File: config.mk
export PLATFORM = sky130hd
export DESIGN_NAME = mem_command_sequencer_flat
export DESIGN_NICKNAME = d
export VERILOG_FILES = /design/src/rtl/mem_command_sequencer_if.sv /design/src/rtl/mem_command_sequencer.sv /design/src/flat_wrapper.sv
export SDC_FILE = /design/constraint.sdc
export NUM_CORES = 1
export LEC_CHECK = 0
export CAP_MARGIN = 20
export CELL_PAD_IN_SITES_DETAIL_PLACEMENT = 1
export CELL_PAD_IN_SITES_GLOBAL_PLACEMENT = 2
export CORE_MARGIN = 3
export CORE_UTILIZATION = 40
export DETAILED_ROUTE_END_ITERATION = 12
export DONT_BUFFER_PORTS = 1
export PLACE_DENSITY_LB_ADDON = 0.05
export SETUP_SLACK_MARGIN = 0.4
export SYNTH_ARGS = -nofsm -noshare
export SYNTH_HDL_FRONTEND = slang
export SYNTH_SLANG_ARGS = --single-unit
File: constraint.sdc
create_clock -name clk -period 2.35 [get_ports clk]
set_input_delay 0.47 -clock clk [delete_from_list [all_inputs] [get_ports clk]]
set_output_delay 0.47 -clock clk [all_outputs]
set_load 0.05 [all_outputs]
File: src/rtl/mem_command_sequencer_if.sv
// Avalon-MM style master bus between the command sequencer and the SDRAM controller.
// The master modport is the sequencer side; the slave modport is the controller side.
interface mem_command_sequencer_if #(
    parameter int ADDR_W = 25,
    parameter int DATA_W = 16
);
    logic [ADDR_W-1:0] avm_address;
    logic              avm_read;
    logic              avm_write;
    logic [DATA_W-1:0] avm_writedata;
    logic              avm_waitrequest;
    logic [DATA_W-1:0] avm_readdata;
    logic              avm_readdatavalid;

    modport master (
        output avm_address, avm_read, avm_write, avm_writedata,
        input  avm_waitrequest, avm_readdata, avm_readdatavalid
    );

    modport slave (
        input  avm_address, avm_read, avm_write, avm_writedata,
        output avm_waitrequest, avm_readdata, avm_readdatavalid
    );
endinterface

File: src/rtl/mem_command_sequencer.sv
// Runs one clear/read/write memory command per rising edge of ioDone on an Avalon-MM master.
// state   | meaning
// IDLE    | memDone high, waiting for an ioDone rising edge
// WR_REQ  | single write of the latched address/data, held until accepted
// RD_REQ  | read request of the latched address, held until accepted
// RD_WAIT | waiting for readdatavalid, bounded by the read timeout
// CLR_REQ | back-to-back zero writes from address 0 up to CLEAR_LAST
module mem_command_sequencer #(
    parameter int                ADDR_W     = 25,
    parameter int                DATA_W     = 16,
    parameter logic [ADDR_W-1:0] CLEAR_LAST = {ADDR_W{1'b1}},
    parameter int                RD_TIMEOUT = 1024
) (
    input  logic                   clk,
    input  logic                   rst_n,
    input  logic [1:0]             modeInput,
    input  logic [ADDR_W-1:0]      memoryAddress,
    input  logic [DATA_W-1:0]      ioDataIn,
    input  logic                   ioDone,
    output logic                   memDone,
    output logic [DATA_W-1:0]      readData,
    output logic                   readValid,
    output logic                   memError,
    mem_command_sequencer_if.master avm
);
    localparam int               TMO_W    = (RD_TIMEOUT > 1) ? $clog2(RD_TIMEOUT) : 1;
    localparam logic [TMO_W-1:0] TMO_LAST = TMO_W'(RD_TIMEOUT - 1);

    typedef enum logic [2:0] {IDLE, WR_REQ, RD_REQ, RD_WAIT, CLR_REQ} state_t;

    state_t            state_q, state_d;
    logic              io_done_q;
    logic [ADDR_W-1:0] addr_q, addr_d;
    logic [ADDR_W-1:0] clr_cnt_q, clr_cnt_d;
    logic [DATA_W-1:0] data_q, data_d;
    logic [DATA_W-1:0] rd_data_q, rd_data_d;
    logic [TMO_W-1:0]  tmo_q, tmo_d;
    logic              rd_valid_q, rd_valid_d;
    logic              mem_error_q, mem_error_d;
    logic              start;

    assign start = ioDone & ~io_done_q;

    // io_done_q resets high so a level already high when reset releases is not an edge
    always_ff @(posedge clk or negedge rst_n) begin
        if (!rst_n) begin
            state_q     <= IDLE;
            io_done_q   <= 1'b1;
            addr_q      <= '0;
            data_q      <= '0;
            clr_cnt_q   <= '0;
            tmo_q       <= '0;
            rd_data_q   <= '0;
            rd_valid_q  <= 1'b0;
            mem_error_q <= 1'b0;
        end else begin
            state_q     <= state_d;
            io_done_q   <= ioDone;
            addr_q      <= addr_d;
            data_q      <= data_d;
            clr_cnt_q   <= clr_cnt_d;
            tmo_q       <= tmo_d;
            rd_data_q   <= rd_data_d;
            rd_valid_q  <= rd_valid_d;
            mem_error_q <= mem_error_d;
        end
    end

    always_comb begin
        state_d           = state_q;
        addr_d            = addr_q;
        data_d            = data_q;
        clr_cnt_d         = clr_cnt_q;
        tmo_d             = tmo_q;
        rd_data_d         = rd_data_q;
        rd_valid_d        = 1'b0;
        mem_error_d       = mem_error_q;
        avm.avm_address   = '0;
        avm.avm_read      = 1'b0;
        avm.avm_write     = 1'b0;
        avm.avm_writedata = '0;

        case (state_q)
            IDLE: begin
                if (start) begin
                    addr_d      = memoryAddress;
                    data_d      = ioDataIn;
                    mem_error_d = 1'b0;
                    case (modeInput)
                        2'b10:   state_d = WR_REQ;
                        2'b01:   state_d = RD_REQ;
                        2'b00: begin
                            state_d   = CLR_REQ;
                            clr_cnt_d = '0;
                        end
                        default: state_d = IDLE;
                    endcase
                end
            end
            WR_REQ: begin
                avm.avm_write     = 1'b1;
                avm.avm_address   = addr_q;
                avm.avm_writedata = data_q;
                if (!avm.avm_waitrequest) state_d = IDLE;
            end
            RD_REQ: begin
                avm.avm_read    = 1'b1;
                avm.avm_address = addr_q;
                if (!avm.avm_waitrequest) begin
                    state_d = RD_WAIT;
                    tmo_d   = '0;
                end
            end
            RD_WAIT: begin
                // data arriving on the last allowed cycle still wins over the timeout
                if (avm.avm_readdatavalid) begin
                    rd_data_d  = avm.avm_readdata;
                    rd_valid_d = 1'b1;
                    state_d    = IDLE;
                end else if (tmo_q == TMO_LAST) begin
                    mem_error_d = 1'b1;
                    state_d     = IDLE;
                end else begin
                    tmo_d = tmo_q + TMO_W'(1);
                end
            end
            CLR_REQ: begin
                avm.avm_write   = 1'b1;
                avm.avm_address = clr_cnt_q;
                if (!avm.avm_waitrequest) begin
                    if (clr_cnt_q == CLEAR_LAST) state_d = IDLE;
                    else clr_cnt_d = clr_cnt_q + ADDR_W'(1);
                end
            end
            default: state_d = IDLE;
        endcase
    end

    assign memDone   = (state_q == IDLE);
    assign readData  = rd_data_q;
    assign readValid = rd_valid_q;
    assign memError  = mem_error_q;
endmodule

File: src/flat_wrapper.sv
// flat-port wrapper written by rule: the top's interface ports become plain ports
module mem_command_sequencer_flat 
#(
    parameter int                ADDR_W     = 25,
    parameter int                DATA_W     = 16,
    parameter logic [ADDR_W-1:0] CLEAR_LAST = {ADDR_W{1'b1}},
    parameter int                RD_TIMEOUT = 1024
)
  (clk, rst_n, modeInput, memoryAddress, ioDataIn, ioDone, memDone, readData, readValid, memError, avm_avm_address, avm_avm_read, avm_avm_write, avm_avm_writedata, avm_avm_waitrequest, avm_avm_readdata, avm_avm_readdatavalid);
  mem_command_sequencer_if #(.ADDR_W(ADDR_W), .DATA_W(DATA_W)) avm_i ();
  input  logic clk;
  input  logic rst_n;
  input  logic [1:0] modeInput;
  input  logic [ADDR_W-1:0] memoryAddress;
  input  logic [DATA_W-1:0] ioDataIn;
  input  logic ioDone;
  output logic memDone;
  output logic [DATA_W-1:0] readData;
  output logic readValid;
  output logic memError;
  output wire logic [$bits(avm_i.avm_address)-1:0] avm_avm_address;
  output wire logic [$bits(avm_i.avm_read)-1:0] avm_avm_read;
  output wire logic [$bits(avm_i.avm_write)-1:0] avm_avm_write;
  output wire logic [$bits(avm_i.avm_writedata)-1:0] avm_avm_writedata;
  input wire logic [$bits(avm_i.avm_waitrequest)-1:0] avm_avm_waitrequest;
  input wire logic [$bits(avm_i.avm_readdata)-1:0] avm_avm_readdata;
  input wire logic [$bits(avm_i.avm_readdatavalid)-1:0] avm_avm_readdatavalid;
  assign avm_avm_address = avm_i.avm_address;
  assign avm_avm_read = avm_i.avm_read;
  assign avm_avm_write = avm_i.avm_write;
  assign avm_avm_writedata = avm_i.avm_writedata;
  assign avm_i.avm_waitrequest = avm_avm_waitrequest;
  assign avm_i.avm_readdata = avm_avm_readdata;
  assign avm_i.avm_readdatavalid = avm_avm_readdatavalid;
  mem_command_sequencer #(.ADDR_W(ADDR_W), .DATA_W(DATA_W), .CLEAR_LAST(CLEAR_LAST), .RD_TIMEOUT(RD_TIMEOUT)) u_core (.clk(clk), .rst_n(rst_n), .modeInput(modeInput), .memoryAddress(memoryAddress), .ioDataIn(ioDataIn), .ioDone(ioDone), .memDone(memDone), .readData(readData), .readValid(readValid), .memError(memError), .avm(avm_i));
endmodule
* After elaboration in Yosys (flattened, before gate mapping)
Cells that the tools add are included.
** Storage, ports and cells
- Register bits :: 98
- Latch bits :: 0
- Bits in writable memories :: 0
- Bits in read-only memories :: 0
- Bits of input ports :: 64
- Output and inout port bits :: 62
- Word-level logic and storage cells :: 73
- Memories :: 0
** Operators by class
- Add/subtract/negate cells :: 2
- Multipliers :: 0
- Divide/modulo/power cells :: 0
- Order comparisons :: 0
- Equality and inequality tests :: 19
- Shifts and indexed selects :: 0
- Muxes and demuxes :: 28
- Bitwise gates (word level) :: 2
- Reduce and logical (&&, ||, !) cells :: 13
** Operator list (number)
- $mux W25 :: 4
- $pmux W25 S2 :: 2
- $mux W10 :: 3
- $add A25 B1 Y25 const B :: 1
- $eq A25 B25 Y1 const B :: 1
- $mux W3 :: 7
- $pmux W10 S2 :: 1
- $mux W16 :: 1
- $pmux W3 S5 :: 1
- $ne A2 B2 Y1 const B :: 6
- $add A10 B1 Y10 const B :: 1
- $eq A10 B10 Y1 const B :: 1
- $pmux W3 S3 :: 1
- $ne A2 B1 Y1 const B :: 4
- $reduce_and A4 Y1 :: 2
- $mux W1 :: 7
- $eq A3 B2 Y1 const B :: 2
- $reduce_and A6 Y1 :: 1
- $reduce_bool A2 Y1 :: 3
- $reduce_and A5 Y1 :: 1
- $reduce_and A2 Y1 :: 2
- $reduce_or A2 Y1 :: 2
- $eq A3 B1 Y1 const B :: 1
- $eq A3 B3 Y1 const B :: 1
- 8 further kinds :: 8

* Longest topological paths before layout
Gate-level depths: netlist (run 1).
- Depth after elaboration :: 4
- Mapped depth :: 8
- Depth with buffers taken out :: 6

* Worst setup path before layout (run 1)
Ideal clock, no wire load.
- Kind :: flip-flop to output port
- From :: register u_core.state_q[0]
- To :: output avm_avm_address[20]
- Arrival time :: 2.029 ns
- Data required time :: 1.880 ns
- Path slack :: -0.149 ns
- Cell stages (with the launch flop) :: 6
- Path buffers :: 2
- Cell sequence :: dfrtp_1 buf_6 nor2_2 nand2_2 clkbuf_1 o21ai_0
** Between the ends
- Word-level cells in the longest chain between the ends :: 3
- Elaborated cells on any way between the ends :: 5
- Classes of those cells :: eq/ne: 3; mux: 1; reduce/logical: 1
** RTL lines
- from (decl) :: RTL line mem_command_sequencer.sv:31 : state_t state_q, state_d;
- from (signal assigned) :: RTL line mem_command_sequencer.sv:57 : state_q <= state_d;
- $eq A3 B1 Y1 / $eq A3 B2 Y1 (equally long branches) :: RTL line mem_command_sequencer.sv:83 : case (state_q)
- $reduce_or A2 Y1 (no source line)
- $pmux W25 S2 * :: RTL line mem_command_sequencer.sv:83
- to (decl) :: RTL line flat_wrapper.sv:21 : output wire logic [$bits(avm_i.avm_address)-1:0] avm_avm_address;
Mark *: on every way between the ends. The rest lies on a longest branch, timed or not.

* Worst setup path in the final report (run 1)
- From :: register u_core.state_q[1]
- To :: output avm_avm_address[5]
The elaborated chain is that of the path after synthesis.

==> metrics.cfg, run 1 <==
[synth]
synth_nets = 502
yosys.area_share.simple_pct = 16.0
syn_area_per_cell_um2 = 11.2
synth_area_leaders = dfrtp_1 (50%), mux2_1 (11%), a22o_1 (3.6%), a31oi_1 (3.1%), nand2_1 (2.7%)
async_reset_ff_share_pct = 100
synth_flop_cell = dfrtp_1
netlist.area_leader.share_pct = 49.6
synth-edff-count = 0
yosys.area.top_type = dfrtp_1
synthCells = 436
ys_types = 62
yosys.area_share.adder_pct = 0.511
synth-compound-area-share_pct = 16.4
synth_area_mm2 = 0.00489
yosysSeqAreaShare_pct = 50.1
synth-xor-area-share_pct = 0.358
synthMuxAreaShare_pct = 13.3
synth_warnings = 0
ys_ff_latch = 98
synth_top_family_by_area = compound AO/OA/AOI/OAI gates

[clocking]
cts_tree = yes
clk_pin_slew_ps = 80
cts.path.max_buffers = 2
numCtsBuffers = 9
clk_latency_ps = 360
clkSinkCount = 98
clk_root_buffer_cell = clkbuf_16
htree_levels = 3

[routing]
drt-initial-drc-count = 212
vias = 4002
wl_mm = 17.0
drc = 0
vias_per_cell = 5.96
postRouteAntennaNets = 0
wl_per_cell_um = 25.3
drtPass1Iterations = 4

[worst_setup_path]
max_stage_delay_ps = 410
start_kind = flip-flop
cpMostUsedCell = buf_12
required_ps = 1880
worstSetupPathType = reg -> out
end_kind = output port
slowest_stage = dfrtp_1
cp_data_arrival_time_ps = 1850
cp_max_fo = 7
crit_path_cell_trace = buf_6 > xnor2_4 > nor2_4 > buf_12 > buf_12 > a22o_4 > buf_12

[run_status]
status = finished with violations
violations = negative hold slack

[place]
dp.cells = 611
post-dp-hpwl_mm = 10.1
io_buffer_count = 0
place.gp.congestion = 0.781

[sta]
finalMaxSlewViolations = 0
hold_viol_final = 98
fin_crit_sh_pct = 98.7
worst_pin_slew_ps = 494
skew_ps = 10.3
fin_hold_ws_ps = -190
slew_headroom_pct = 66.8
min_period_ps = 2320
finalSetupViolCount = 0
rsz0062_at_grt = true
max_freq_mhz = 431

[layout]
layout.nets = 590
antennaDiodeCount = 0
n_fill_cell = 1149
multi_input_area_mm2 = 0.00292
fin_cells = 672
syn2layout_area_growth_pct = 46.2
drive_above_1_share_pct = 47.1
final-seq-area_mm2 = 0.00245
post-route-util_pct = 61.3

[floorplanning]
die_w_um = 117
fp-row-count = 39
coreArea_mm2 = 0.0117
die-area_mm2 = 0.0136
io_pins = 126
die_y_um = 117
start_util_pct = 42.0

[grt]
grt_max_degree = 99
overflow = 0
globalRouteTotalUtil_pct = 23.1
grt_pass1_wl_mm = 23.7
grt_pass1_vias = 4220
antenna_found_initial = 0

[run]
maxCapViolCount = 0

[power]
p_leak_nw = 3.19
ir_drop_mv = 0.967
power_density_mw_per_mm2 = 1590

[hold_path]
hp-class = in -> async

## power by group
part / total (W) / internal [W] / switching, W
Clock: 0.00146 / 0.000764 / 0.000692
Combinational: 0.00658 / 0.00325 / 0.00333
Sequential: 0.00330 / 0.00229 / 0.00101
Total: 0.0113 / 0.00630 / 0.00504
## cell type report
type	count	share of cell area (%)
clock inverter	5	0.612
inverter	5	0.315
tap	143	2.50
multi-input combinational	310	40.8
sequential	98	34.3
timing repair buffer	100	18.1
clock buffer	11	3.39
## registers in the layout, summed over array words and instances (netlist names)
signal and cells:
u_core.readData 16, u_core.memError 1, u_core.tmo_q 10, u_core.io_done_q 1, u_core.clr_cnt_q 25, u_core.addr_q 25
u_core.state_q 3, u_core.readValid 1, u_core.data_q 16
## cell families after synthesis
family / count (synthesis)
DFF: 98
muxes: 58
AOI/OAI and AO/OA: 113
buffers and inverters: 28
xor gates and xnor gates: 2
and+or+nand+nor: 135
adders and majority gates: 2
## worst max-delay path: cells and delay by family, from the launching register on
kind / cells / cell delay, ps
simple gates: 1 / 80
flops: 1 / 410
xor+xnor: 1 / 180
buf+inv: 4 / 570
compound gates: 1 / 250
## path summary, 6_finish.rpt
kind	start	endpoint	slack, ps	cells past startpoint
worst max-delay path	u_core.state_q[1]	avm_avm_address[5]	30	7
worst min-delay path	rst_n	u_core.tmo_q[0]	-190	0
worst max register to register	u_core.state_q[1]	u_core.readData[1]	240	8
worst min register to register	u_core.data_q[9]	u_core.data_q[9]	520	1
max in group asynchronous	rst_n	u_core.io_done_q	2360	0
min in group clk	ioDone	u_core.io_done_q	110	0
## synth_stat cells (3+ instances only)
cell type,instances
nand2b_1,5
nand2_1,35
nand3_2,3
o21a_1,4
and2_1,20
o21ai_0,14
buf_2,14
and3_1,6
a21oi_1,14
inv_1,5
mux2_2,9
a31oi_1,24
a41oi_1,3
nor3_1,6
dfrtp_1,97
buf_6,5
nand3_1,16
nand4_1,3
o21ai_1,11
a22o_1,20
nor2_1,20
mux2_1,48
clkbuf_1,3
## metal layers
metal	vias up	global-route usage (%)	wire, um
met4	0	8.41	374
met5	-	0	0
met1	2080	28.0	7040
li1	1800	-	-
met3	25	3.68	803
met2	97	41.3	8770
## what timing repair did
item	CTS	global route
gates resized for setup	69	76
cloned	4	5
pin swaps	46	19
setup endpoints to repair	79	116
buffers inserted	24	12
endpoints found under the hold margin	98	98
## metrics by stage
| step | TNS [ps] | area (um^2) | worst slack [ps] | total power [W] |
|---|---|---|---|---|
| final | 0 | 7150 | 30.2 | 0.0113 |
| after global routing | -143 | 7150 | -18.0 | 0.0118 |
| after CTS | 0 | 6630 | 71.1 | 0.0106 |
| after detailed placement | 0 | 5770 | 46.2 | 0.00786 |
| after global placement | 0 | 5770 | 136 | 0.00773 |
| after floorplan | 0 | 5040 | 324 | 0.00625 |
## cells in the final DEF, fill, tap and decap left out, types with 5 or more instances in the layout
cell type,n
a21oi_1,13
a22o_4,20
a31oi_1,24
and2_4,18
and3_1,6
buf_12,27
buf_4,48
buf_6,16
clkbuf_16,13
dfrtp_1,96
mux2_1,14
mux2_2,7
mux2_4,36
nand2_1,26
nand2_4,7
nand2b_1,5
nand3_1,15
nor2_1,17
nor3_1,5
o21ai_0,10
o21ai_1,11
(Power assumes the default switching activity.)
==> run 2: changes to the inputs <==
Settings changed: SETUP_SLACK_MARGIN 0.4 to 0.2, SKIP_CTS_REPAIR_TIMING set to 1.
==> run 2 against run 1 <==
  * The run still ends with negative hold slack left
  * Wire length shrank 18%
  * Critical path depth shrank 1
  * Flip-flop and latch count is the same
  * Non-clock buffer count shrank 12
  * Total power shrank 9.4%
  * Hold slack lost 3.8 ps
  * Sequential power shrank 4%
  * First-iteration DRC count shrank 4.7%
  * Sequential share of layout area grew 2.8 points
  * Via count shrank 3.3%
  * Largest cell class unchanged
==> metrics.cfg, run 2 (synthesis gave the netlist of run 1 again) <==
[run_status]
status = finished with violations
violations = negative hold slack

[power]
sequentialPowerShare_pct = 31.0  ; +1.9 points
p_leak_nw = 2.87  ; -10%
p_clk_share_pct = 15.7  ; +2.9 points
swShare_pct = 43.2  ; -1.2 points
pwr-share-comb_pct = 53.3  ; -4.7 points
ir_drop_mv = 0.864  ; -11%
power_density_mw_per_mm2 = 1550  ; -2.0%
internal_power_w = 0.00583  ; -7.4%
switching_power_w = 0.00444  ; -12%

[worst_setup_path]
crit_buf_inv = 3  ; -1
cp_data_arrival_time_ps = 1770  ; -80 ps
end_kind = output port
crit_path_cell_trace = buf_6 > xnor2_4 > nor2_2 > buf_6 > a22o_2 > buf_12
cpMostUsedCell = buf_6
start_kind = flip-flop
cp_top_family = buffers and inverters
required_ps = 1880  ; about the same
regToRegSetupSlack_ps = 280  ; +40 ps
worstSetupPathType = reg -> out
max_stage_delay_ps = 410  ; about the same
cp_max_fo = 13  ; +6
slowest_stage = dfrtp_1

[sta]
finalSetupViolCount = 0  ; unchanged
rsz0062_at_grt = true
max_freq_mhz = 447  ; +3.7%
min_period_ps = 2240  ; -82.6 ps
worst_pin_slew_ps = 513  ; +18.7 ps
fin_crit_sh_pct = 95.2  ; -3.5 points
fin_hold_ws_ps = -194  ; -3.81 ps
skew_ps = 6.87  ; -3.45 ps
hold_viol_final = 98  ; unchanged
finalMaxSlewViolations = 0  ; unchanged
slew_headroom_pct = 65.5  ; -1.3 points
tns_ps = 0  ; unchanged
fin_ws_ps = 113  ; +82.6 ps

[floorplanning]
coreArea_mm2 = 0.0117  ; unchanged
start_util_pct = 42.0  ; unchanged
die_w_um = 117  ; unchanged
io_pins = 126  ; unchanged
fp-row-count = 39  ; unchanged
die_y_um = 117  ; unchanged
die-area_mm2 = 0.0136  ; unchanged

[routing]
met3_length_um = 726  ; -9.6%
drt-initial-drc-count = 202  ; -4.7%
vias = 3868  ; -3.3%
wl_per_cell_um = 21.2  ; -16%
wl_mm = 14.0  ; -18%
top_layer = met4
drtPass1Iterations = 4  ; unchanged
postRouteAntennaNets = 0  ; unchanged
vias_per_cell = 5.85  ; -1.7%
drt-met1-wl_mm = 6.21  ; -12%
wl_met2_mm = 6.88  ; -22%
drc = 0  ; unchanged

[clocking]
clkSinkCount = 98  ; unchanged
clk_root_buffer_cell = clkbuf_16
htree_levels = 3  ; unchanged
numCtsBuffers = 9  ; unchanged
clk_pin_slew_ps = 70  ; about the same
clk_latency_ps = 350  ; about the same
cts.path.max_buffers = 2  ; unchanged
cts_tree = yes

[layout]
final_cell_mix = dfrtp_1 (96), mux2_1 (48), buf_12 (39), buf_4 (39), nand2_1 (35)
drive_above_1_share_pct = 35.3  ; -12 points
antennaDiodeCount = 0  ; unchanged
finish.instance_area_mm2 = 0.00662  ; -7.5%
syn2layout_area_growth_pct = 35.2
final_common_cell = dfrtp_1
layout.nets = 579  ; -1.9%
largestRegisters = u_core.addr_q: 25 flops, u_core.clr_cnt_q: 25 flops
post-route-util_pct = 56.7  ; -4.6 points
fin_cells = 661  ; -1.6%

[place]
io_buffer_count = 0  ; unchanged
post-dp-hpwl_mm = 9.48  ; -6.4%
dpl_cell_area_mm2 = 0.00599  ; +3.8%
place.gp.congestion = 0.780  ; -0.22%
dp.cells = 626  ; +2.5%
dp_slack_ps = 59.0  ; +12.8 ps

[grt]
grt_max_degree = 99  ; unchanged
globalRouteTotalUtil_pct = 20.4  ; -2.7 points
grt_pass1_vias = 3855  ; -8.6%
grt_pass1_wl_mm = 21.2  ; -11%
overflow = 0  ; unchanged
antenna_found_initial = 0  ; unchanged

[hold_path]
hp-class = in -> async

[run]
maxCapViolCount = 0  ; unchanged

## run 2: path summary, 6_finish.rpt
kind	cells after the start	startpoint	endpoint
hold reg to reg	1	u_core.addr_q[3]	u_core.addr_q[3]
hold / removal	0	rst_n	u_core.tmo_q[6]
setup reg to reg	8	u_core.clr_cnt_q[1]	u_core.clr_cnt_q[24]
min in group clk	0	ioDone	u_core.io_done_q
setup / recovery	6	u_core.state_q[1]	avm_avm_address[22]
max in group asynchronous	0	rst_n	u_core.io_done_q
## run 2: area by class of cell
| type | count | area, um^2 |
|---|---|---|
| Sequential cell | 98 | 2450 |
| Clock inverter | 6 | 87.6 |
| Tap cell | 143 | 179 |
| Clock buffer | 10 | 229 |
| Multi-Input combinational cell | 311 | 2460 |
| Fill cell | 1204 | 5050 |
| Timing Repair Buffer | 88 | 1190 |
| Inverter | 5 | 18.8 |
## run 2: layer usage
metal	vias to the layer above	track usage, %
met5	-	0
met4	0	7.03
met2	103	32.8
met3	13	4.04
met1	1981	27.5
li1	1771	-
## run 2: through the flow
stage / power [W] / hold WS (ps)
floorplan: 0.00605 / 174
global route: 0.0108 / -215
CTS: 0.00993 / -207
finish: 0.0103 / -194
detailed placement: 0.00828 / 178
global placement: 0.00818 / 177
## run 2: power by group through the flow
stage	combinational (W)	clock, W	sequential [W]
6_report	0.00548	0.00161	0.00318
5_1_grt	0.00576	0.00174	0.00327
4_1_cts	0.00512	0.00166	0.00316
3_5_place_dp	0.00509	0	0.00319
3_3_place_gp	0.00504	0	0.00315
2_1_floorplan	0.00295	0	0.00310
==> run 3: changes to the inputs <==
Settings changed: CELL_PAD_IN_SITES_DETAIL_PLACEMENT 1 to unset, CELL_PAD_IN_SITES_GLOBAL_PLACEMENT 2 to unset, CORE_UTILIZATION 40 to 63.
==> run 3 against run 2 <==
  * The run still ends with negative hold slack left
  * Via count decreased by 0.47%
  * Sequential power increased by 2%
  * First-iteration DRC count increased by 87%
  * Combinational power about the same
  * Wire length decreased by 12%
  * Flip-flop and latch count unchanged
  * Hold slack got worse by 29 ps
  * Critical path type unchanged
  * Critical endpoint is now avm_avm_address[13]
  * Largest cell class unchanged
  * Highest routed layer unchanged
==> metrics.cfg, run 3 (synthesis gave the netlist of run 1 again) <==
[grt]
grt_pass1_vias = 3668  ; -4.9%
antenna_found_initial = 0  ; unchanged
overflow = 0  ; unchanged
grt_pass1_wl_mm = 18.1  ; -15%
globalRouteTotalUtil_pct = 26.1  ; +5.8 points
grt_max_degree = 99  ; unchanged

[power]
p_leak_nw = 2.72  ; -5.3%
ir_drop_mv = 1.05  ; +22%
power_density_mw_per_mm2 = 1540  ; -0.62%

[floorplanning]
coreArea_mm2 = 0.00741  ; -36%
io_pins = 126  ; unchanged
die_w_um = 94.1  ; -19%
fp-row-count = 31  ; -21%
start_util_pct = 66.1  ; +24 points
die_y_um = 94.1  ; -19%
die-area_mm2 = 0.00886  ; -35%

[worst_setup_path]
cp_data_arrival_time_ps = 1810  ; +40 ps
end_kind = output port
crit_buf_inv = 3  ; unchanged
cp_top_family = buffers and inverters
start_kind = flip-flop
max_stage_delay_ps = 430  ; +20 ps
required_ps = 1880  ; about the same
crit_path_cell_trace = buf_8 > xnor2_4 > nor2_4 > buf_6 > a22o_2 > buf_12
slowest_stage = dfrtp_1
timing.rr.end = u_core.clr_cnt_q[22]
timing.rr.start = u_core.clr_cnt_q[0]
worstSetupPathType = reg -> out
regToRegSetupSlack_ps = 250  ; -30 ps
ff2ff_path_depth = 8  ; unchanged
cp_max_fo = 10  ; -3

[clocking]
clk_root_buffer_cell = clkbuf_8
clkSinkCount = 98  ; unchanged
cts_tree = yes
cts.path.max_buffers = 2  ; unchanged
clk_pin_slew_ps = 100  ; +30 ps
numCtsBuffers = 9  ; unchanged
htree_levels = 3  ; unchanged
clk_latency_ps = 380  ; +30 ps

[place]
io_buffer_count = 0  ; unchanged
dp.cells = 566  ; -9.6%
post-dp-hpwl_mm = 8.06  ; -15%
place.gp.congestion = 0.898  ; +15%

[routing]
postRouteAntennaNets = 0  ; unchanged
wl_per_cell_um = 20.7  ; -2.5%
met3_length_um = 989  ; +36%
drtPass1Iterations = 5  ; +1
drc = 0  ; unchanged
vias = 3850  ; -0.47%
wl_mm = 12.3  ; -12%
top_layer = met4
drt-met1-wl_mm = 4.93  ; -21%
vias_per_cell = 6.44  ; +10%
wl_met2_mm = 6.20  ; -9.8%
drt-initial-drc-count = 377  ; +87%

[run_status]
status = finished with violations
violations = negative hold slack

[sta]
finalSetupViolCount = 0  ; unchanged
skew_ps = 17.2  ; +10.3 ps
fin_crit_sh_pct = 97.2  ; +2.0 points
worst_pin_slew_ps = 520  ; +6.87 ps
slew_headroom_pct = 65.1  ; -0.46 points
hold_viol_final = 98  ; unchanged
fin_hold_ws_ps = -223  ; -29.5 ps
rsz0062_at_grt = true
finalMaxSlewViolations = 0  ; unchanged
min_period_ps = 2280  ; +46.8 ps
max_freq_mhz = 438  ; -2.0%

[layout]
final_cell_mix = dfrtp_1 (95), mux2_1 (48), buf_12 (40)
fin_cells = 598  ; -9.5%
syn2layout_area_growth_pct = 29.5
layout.nets = 560  ; -3.3%
drive_above_1_share_pct = 34.1  ; -1.3 points
largestRegisters = u_core.addr_q: 25 flops, u_core.clr_cnt_q: 25 flops
antennaDiodeCount = 0  ; unchanged
final_common_cell = dfrtp_1

[hold_path]
hp-class = in -> async

[run]
maxCapViolCount = 0  ; unchanged

## run 3: worst max-delay path by stage
| stage | from | endpoint | slack, ps | cells after the start |
|---|---|---|---|---|
| CTS | u_core.state_q[0] | avm_avm_address[3] | -3 | 6 |
| detailed placement | u_core.clr_cnt_q[1] | u_core.clr_cnt_q[3] | 300 | 7 |
| floorplan | u_core.state_q[1] | avm_avm_address[18] | 270 | 6 |
| finish | u_core.state_q[1] | avm_avm_address[13] | 70 | 6 |
| global route | u_core.state_q[2] | avm_avm_writedata[1] | 30 | 5 |
| global placement | u_core.clr_cnt_q[0] | u_core.clr_cnt_q[18] | 410 | 7 |
## run 3: report_power, final
part / switching (W) / internal, W
clock: 0.000653 / 0.000406
combinational: 0.00285 / 0.00265
sequential: 0.000939 / 0.00229
total: 0.00444 / 0.00534
## run 3: layout make-up
class                           count  area, um^2
Fill cell                         355        1070
Timing Repair Buffer               70        1090
Clock buffer                        9         124
Multi-Input combinational cell    310        2460
Inverter                            5        22.5
Sequential cell                    98        2460
Clock inverter                      7        61.3
Tap cell                           99         124
## run 3: worst register-to-register path: stages, from the launching register on
cell	delay, ps
dfrtp_2	460
ha_1	250
nand2_1	140
nor3_4	70
buf_4	180
a311o_4	450
buf_4	170
a21oi_1	160
mux2i_1	100
## run 3: through the flow
stage	TNS, ps	power [W]	setup slack [ps]	area [um^2]	utilization, %
after detailed placement	0	0.00816	302	5830	78.6
after floorplan	0	0.00605	266	4930	-
after global placement	0	0.00803	407	5830	78.6
after global routing	0	0.0102	26.5	6340	85.6
after CTS	-4.66	0.00920	-2.76	6010	81.1
final	0	0.00978	66.0	6340	85.6
## run 3: metal layers
metal  track usage, %  vias to the layer above
met5                0                        -
met4             9.63                        0
li1                 -                     1731
met1             33.2                     1888
met2             43.9                      207
met3             5.53                       24
